**src/rtl/fetch_unit.sv**
```systemverilog
// fetch_unit: sequential instruction fetch with credit-limited memory requests,
// an in-order instruction queue and redirect flush. Optional feature: FETCH_MISALIGN_FAULT_EN.
package Instr;
    typedef logic [31:0] enc_t;
endpackage

module fetch_unit #(
    parameter logic [31:0] RESET_PC    = 32'h0000_0000,
    parameter int unsigned QUEUE_DEPTH = 4
) (
    input  logic        clk,
    input  logic        rst_n,
    output logic        imem_req_valid,
    input  logic        imem_req_ready,
    output logic [31:0] imem_req_addr,
    input  logic        imem_rsp_valid,
    input  logic [31:0] imem_rsp_data,
    input  logic        redirect_valid,
    input  logic [31:0] redirect_pc,
    output logic        out_valid,
    input  logic        out_ready,
    output Instr::enc_t out_enc,
    output logic [31:0] out_pc
`ifdef FETCH_MISALIGN_FAULT_EN
    ,
    output logic        out_fault
`endif
);

    localparam int unsigned PW = (QUEUE_DEPTH > 1) ? $clog2(QUEUE_DEPTH) : 1;
    localparam int unsigned CW = PW + 1;
    localparam logic [CW-1:0] DEPTH_C = CW'(QUEUE_DEPTH);

    logic [31:0]   pc;
    logic [CW-1:0] count;
    logic [CW-1:0] outstanding;
    logic [CW-1:0] drop;
    logic [CW-1:0] outstanding_next;
    logic [PW-1:0] q_head;
    logic [PW-1:0] q_tail;
    logic [PW-1:0] tag_head;
    logic [PW-1:0] tag_tail;

    Instr::enc_t   q_enc  [QUEUE_DEPTH];
    logic [31:0]   q_pc   [QUEUE_DEPTH];
    logic [31:0]   tag_pc [QUEUE_DEPTH];

    logic          fetch_en;
    logic          fault_push;
    logic          req_fire;
    logic          rsp_keep;
    logic          push;
    logic          pop;
    logic [CW:0]   credit_sum;
    logic [31:0]   redirect_target;
    Instr::enc_t   push_enc;
    logic [31:0]   push_pc;

`ifdef FETCH_MISALIGN_FAULT_EN
    typedef enum logic [1:0] {
        MODE_RUN,
        MODE_FAULT_PEND,
        MODE_HALT
    } mode_t;

    mode_t mode;
    mode_t mode_next;
    logic  q_fault [QUEUE_DEPTH];

    always_ff @(posedge clk or negedge rst_n) begin
        if (!rst_n) begin
            mode <= MODE_RUN;
        end else begin
            mode <= mode_next;
        end
    end

    // The fault entry is queued only once every stale response has been drained.
    always_comb begin
        mode_next  = mode;
        fault_push = 1'b0;
        if (redirect_valid) begin
            mode_next = (redirect_pc[1:0] != 2'b00) ? MODE_FAULT_PEND : MODE_RUN;
        end else if ((mode == MODE_FAULT_PEND) && (drop == '0)) begin
            fault_push = 1'b1;
            mode_next  = MODE_HALT;
        end
    end

    assign fetch_en        = (mode == MODE_RUN);
    assign redirect_target = redirect_pc;

    always_ff @(posedge clk) begin
        if (push) begin
            q_fault[q_tail] <= fault_push;
        end
    end

    assign out_fault = out_valid && q_fault[q_head];
`else
    assign fetch_en        = 1'b1;
    assign fault_push      = 1'b0;
    assign redirect_target = redirect_pc & 32'hFFFF_FFFC;
`endif

    // Request valid is held low while in reset so nothing is issued before the first edge.
    always_comb begin
        credit_sum       = {1'b0, count} + {1'b0, outstanding};
        imem_req_valid   = rst_n && !redirect_valid && fetch_en && (credit_sum < {1'b0, DEPTH_C});
        req_fire         = imem_req_valid && imem_req_ready;
        rsp_keep         = imem_rsp_valid && !redirect_valid && (drop == '0);
        pop              = out_valid && out_ready && !redirect_valid;
        push             = rsp_keep || fault_push;
        push_enc         = fault_push ? '0 : imem_rsp_data;
        push_pc          = fault_push ? pc : tag_pc[tag_head];
        outstanding_next = outstanding + CW'(req_fire) - CW'(imem_rsp_valid);
    end

    assign imem_req_addr = pc;

    // Tag pointers keep advancing across redirects so stale responses still retire their tags.
    always_ff @(posedge clk or negedge rst_n) begin
        if (!rst_n) begin
            pc          <= RESET_PC;
            count       <= '0;
            outstanding <= '0;
            drop        <= '0;
            q_head      <= '0;
            q_tail      <= '0;
            tag_head    <= '0;
            tag_tail    <= '0;
        end else begin
            outstanding <= outstanding_next;
            if (req_fire) begin
                tag_tail <= tag_tail + PW'(1);
            end
            if (imem_rsp_valid) begin
                tag_head <= tag_head + PW'(1);
            end
            if (redirect_valid) begin
                pc     <= redirect_target;
                count  <= '0;
                q_head <= '0;
                q_tail <= '0;
                drop   <= outstanding_next;
            end else begin
                if (req_fire) begin
                    pc <= pc + 32'd4;
                end
                if (push) begin
                    q_tail <= q_tail + PW'(1);
                end
                if (pop) begin
                    q_head <= q_head + PW'(1);
                end
                count <= count + CW'(push) - CW'(pop);
                if (imem_rsp_valid && (drop != '0)) begin
                    drop <= drop - CW'(1);
                end
            end
        end
    end

    always_ff @(posedge clk) begin
        if (req_fire) begin
            tag_pc[tag_tail] <= pc;
        end
        if (push) begin
            q_enc[q_tail] <= push_enc;
            q_pc[q_tail]  <= push_pc;
        end
    end

    assign out_valid = (count != '0);
    assign out_enc   = out_valid ? q_enc[q_head] : '0;
    assign out_pc    = out_valid ? q_pc[q_head] : '0;

    a_counter_bounds: assert property (@(posedge clk) disable iff (!rst_n)
        (count <= DEPTH_C) && (outstanding <= DEPTH_C) && (drop <= DEPTH_C) && (drop <= outstanding));

endmodule

```
**config.mk**
```make
export PLATFORM = sky130hd
export DESIGN_NAME = fetch_unit
export DESIGN_NICKNAME = d
export VERILOG_FILES = /design/src/rtl/fetch_unit.sv
export SDC_FILE = /design/constraint.sdc
export NUM_CORES = 1
export LEC_CHECK = 0
export ABC_CLOCK_PERIOD_IN_PS = 4000
export CAP_MARGIN = 30
export CORE_AREA = 2 2 177 179
export CTS_CLUSTER_DIAMETER = 50
export CTS_CLUSTER_SIZE = 25
export DETAILED_ROUTE_END_ITERATION = 10
export DIE_AREA = 0 0 179 181
export PLACE_DENSITY = 0.73
export SYNTH_ARGS = -nofsm -noshare
export SYNTH_HDL_FRONTEND = slang
export SYNTH_SLANG_ARGS = --single-unit
```
**constraint.sdc**
```tcl
create_clock -name clk -period 4 [get_ports clk]
set_input_delay 0.8 -clock clk [delete_from_list [all_inputs] [get_ports clk]]
set_output_delay 0.8 -clock clk [all_outputs]
set_load 0.01 [all_outputs]
```
==> impl_metrics.csv <==
group,metric,value,unit
status,status,"complete, no violations",
routing,vias_per_cell,5.80,
clocking,cts_hold_buf,0,
clocking,ctsRootBufferMaster,"clkbuf_16",
sta,final_max_slew_viol_count,0,
pwr,p_leak,6.62,nW
floorplanning,die_w,179,um
critical_path,max_stage_delay,740,ps
global_route,grt_pass1_wl,49.2,mm
sta,rsz0062_at_grt,"false",
global_route,grt_usage,20.0,%
critical_path,end_kind,"primary output",
critical_path,crit_type,"flip-flop to primary output",
synthesis,seq_area_frac_synth,73.9,%
sta,fin_tns_setup,0,ps
synthesis,synth_compound_area_share,2.66,%
synthesis,netlist_area,16500,um^2
sta,final.min_clock_period,3420,ps
clocking,cts_max_path_buffers,3,
final_layout,final_cell_mix,"edfxtp_1 (368), clkdlybuf4s50_1 (159), mux4_2 (92), and2_1 (66), dfrtp_1 (43)",
pwr,power.density,611,nW/um^2
floorplanning,die_area,32400,um^2
job,drv_cap,0,
final_layout,multi_input_comb_area,4050,um^2
sta,finalHoldViolCount,0,
synthesis,synth_mux_area_share,12.8,%
clocking,cts_buffers,36,
critical_path,cp_max_fo,18,
synthesis,synth_fa_ha_area_share,1.53,%
synthesis,synth.avg_cell_area,19.0,um^2
clocking,clock_latency,520,ps
routing,drc_errors,0,
floorplanning,num_rows,64,
clocking,post_cts_buffers,0,
clocking,h-tree-depth,2,
critical_path,cp_data_arrival_time,2620,ps
routing,wl,31.6,mm
pwr,vdd_ir_drop_max,0.516,mV
placement,port_buffers,161,
clocking,clkTransAtPathRegs,80,ps
final_layout,antenna_cells,0,
final_layout,layoutNonFillerInstCount,1475,
sta,tightest_slew,933,ps
floorplanning,core_area,30300,um^2
synthesis,synth_top_family_by_area,"multiplexers",
clocking,ctsResizeCount,0,
routing,avgRoutedWirePerCell,21.4,um
synthesis,synth_edf_count,368,
routing,via_count,8552,
synthesis,synthFlopType,"edfxtp_1",
pwr,total_power,12.2,mW
global_route,grt_pass1_vias,8763,
placement,postPlaceCellArea,18800,um^2
global_route,grt_max_degree,63,
critical_path,startpoint_type,"flip-flop",
critical_path,cp_data_required_time,3200,ps
sta,clock_skew,20.5,ps
placement,dp_hpwl,19.1,mm
sta,final-setup-viol-count,0,
final_layout,finish.instance_area,20000,um^2
synthesis,ys_async_sr_fraction,11.3,%
floorplanning,ios,168,
synthesis,synthXorXnorAreaFrac,0.635,%
placement,dp_cells,1412,
clocking,clock-sinks,415,
routing,firstDrtPassIters,5,
sta,maxSlewHeadroom,37.2,%
routing,dr.first_iter.drc_count,635,
final_layout,seqCellArea,12200,um^2
global_route,grt_overflow,0,
clocking,cts_tree,"yes",
sta,max_freq,293,MHz
floorplanning,initial_core_util,54.5,%
floorplanning,die_h,181,um
min_path,hold_class,"input pin to async pin",
synthesis,ys_types,45,
sta,fin_crit_sh,85.4,%
placement,gp_congestion,0.842,
sta,holdWs,403,ps
critical_path,crit_chain,"buf_4, mux4_2, and2_1, clkdlybuf4s50_1",
synthesis,yosys_warnings,0,
final_layout,drive_gt1_share,17.7,%
final_layout,nets,1143,
synthesis,synth_seq_cells,415,
final_layout,final_common_cell,"edfxtp_1",
final_layout,syn_to_final_growth,20.8,%
synthesis,synth-simple-area-share,6.78,%
synthesis,synthCells,872,
final_layout,num-fill-cells,2044,
routing,ant_nets,0,
global_route,antenna_found_initial,0,
critical_path,worst_path_max_delay_cell,"dfrtp_2",
[sequential cells by signal, indices dropped and copies added (netlist names), 3 cells and up]
signal and cells:
q_enc 128, count 3, imem_req_addr 30, drop 3, outstanding 3, tag_pc 120
q_pc 120
[where the power goes]
| part | switching, mW | internal (mW) |
|---|---|---|
| clock network | 1.64 | 1.91 |
| registers | 0.376 | 5.22 |
| logic | 1.34 | 1.72 |
[worst max-delay path: cells and delay by family, from the launching register on]
| family | cells | cell delay, ps |
|---|---|---|
| flops | 1 | 740 |
| buf+inv | 2 | 840 |
| simple gates | 1 | 190 |
| mux | 1 | 320 |
[per-stage QoR]
step | utilization [%] | worst slack [ps]
2_1_floorplan | - | 655
3_3_place_gp | 61.7 | 820
3_5_place_dp | 61.8 | 814
4_1_cts | 65.8 | 519
5_1_grt | 65.8 | 451
6_report | 65.8 | 585
[final timing paths]
kind / startpoint / endpoint / slack [ps] / cells after the start
setup / recovery: q_head[1] / out_enc[2] / 580 / 4
hold / removal: rst_n / imem_req_addr[18] / 400 / 2
setup reg to reg: count[1] / tag_pc[3][26] / 990 / 6
hold reg to reg: outstanding[0] / outstanding[0] / 570 / 1
max in group asynchronous: rst_n / q_head[0] / 3140 / 2
min in group clk: outstanding[0] / outstanding[0] / 570 / 1
[kinds of logic after synthesis]
group | after synthesis
multiplexers | 96
flip-flops | 415
other | 1
AND/OR/NAND/NOR | 203
XOR/XNOR | 12
buffers and inverters | 61
adder cells (fa/ha/maj) | 19
AO/OA/AOI/OAI | 65
[per-layer routing]
| metal | up-vias | GRT usage [%] | share of wire (%) |
|---|---|---|---|
| met5 | - | 0 | 0 |
| met4 | 0 | 4.98 | 1.8 |
| met2 | 297 | 32.6 | 48 |
| li1 | 3840 | - | - |
| met3 | 48 | 3.68 | 6.8 |
| met1 | 4367 | 28.1 | 43 |
[Yosys cell counts, types with 2 or more instances]
cell	n	area (um^2)
dfrtp_1	47	1180
o311ai_0	3	26.3
ha_1	17	213
nor3_1	5	25.0
nor4_1	4	25.0
nand3b_1	2	15.0
a221o_1	4	40.0
nor2b_1	7	43.8
xnor2_1	7	61.3
buf_6	3	33.8
a21o_1	5	37.5
a22oi_1	3	22.5
o211ai_1	7	52.6
nand3_1	22	110
buf_2	8	40.0
nand4_1	10	62.6
nand2_1	41	154
buf_1	7	26.3
mux4_2	92	2070
and3_1	6	37.5
xor2_1	5	43.8
fa_1	2	40.0
a41oi_1	2	17.5
a31oi_1	4	25.0
or3_1	3	18.8
mux2i_1	4	40.0
a21oi_1	5	25.0
edfxtp_1	368	11100
o311ai_1	7	61.3
and2_1	70	438
o21ai_0	23	115
nor2_1	21	78.8
or4_1	3	22.5
buf_4	5	37.5
nand2b_1	5	31.3
inv_1	15	56.3
clkbuf_1	22	82.6
[final cells by class]
type	instances	share of cell area, %
flip-flops and latches	415	61.2
clock buffers	40	4.69
clock inverters	23	1.42
inverters	16	0.301
repair buffers	186	9.58
multi-input cells	399	20.3
well taps	396	2.48
No activity file was read; power rests on OpenSTA's default activity.
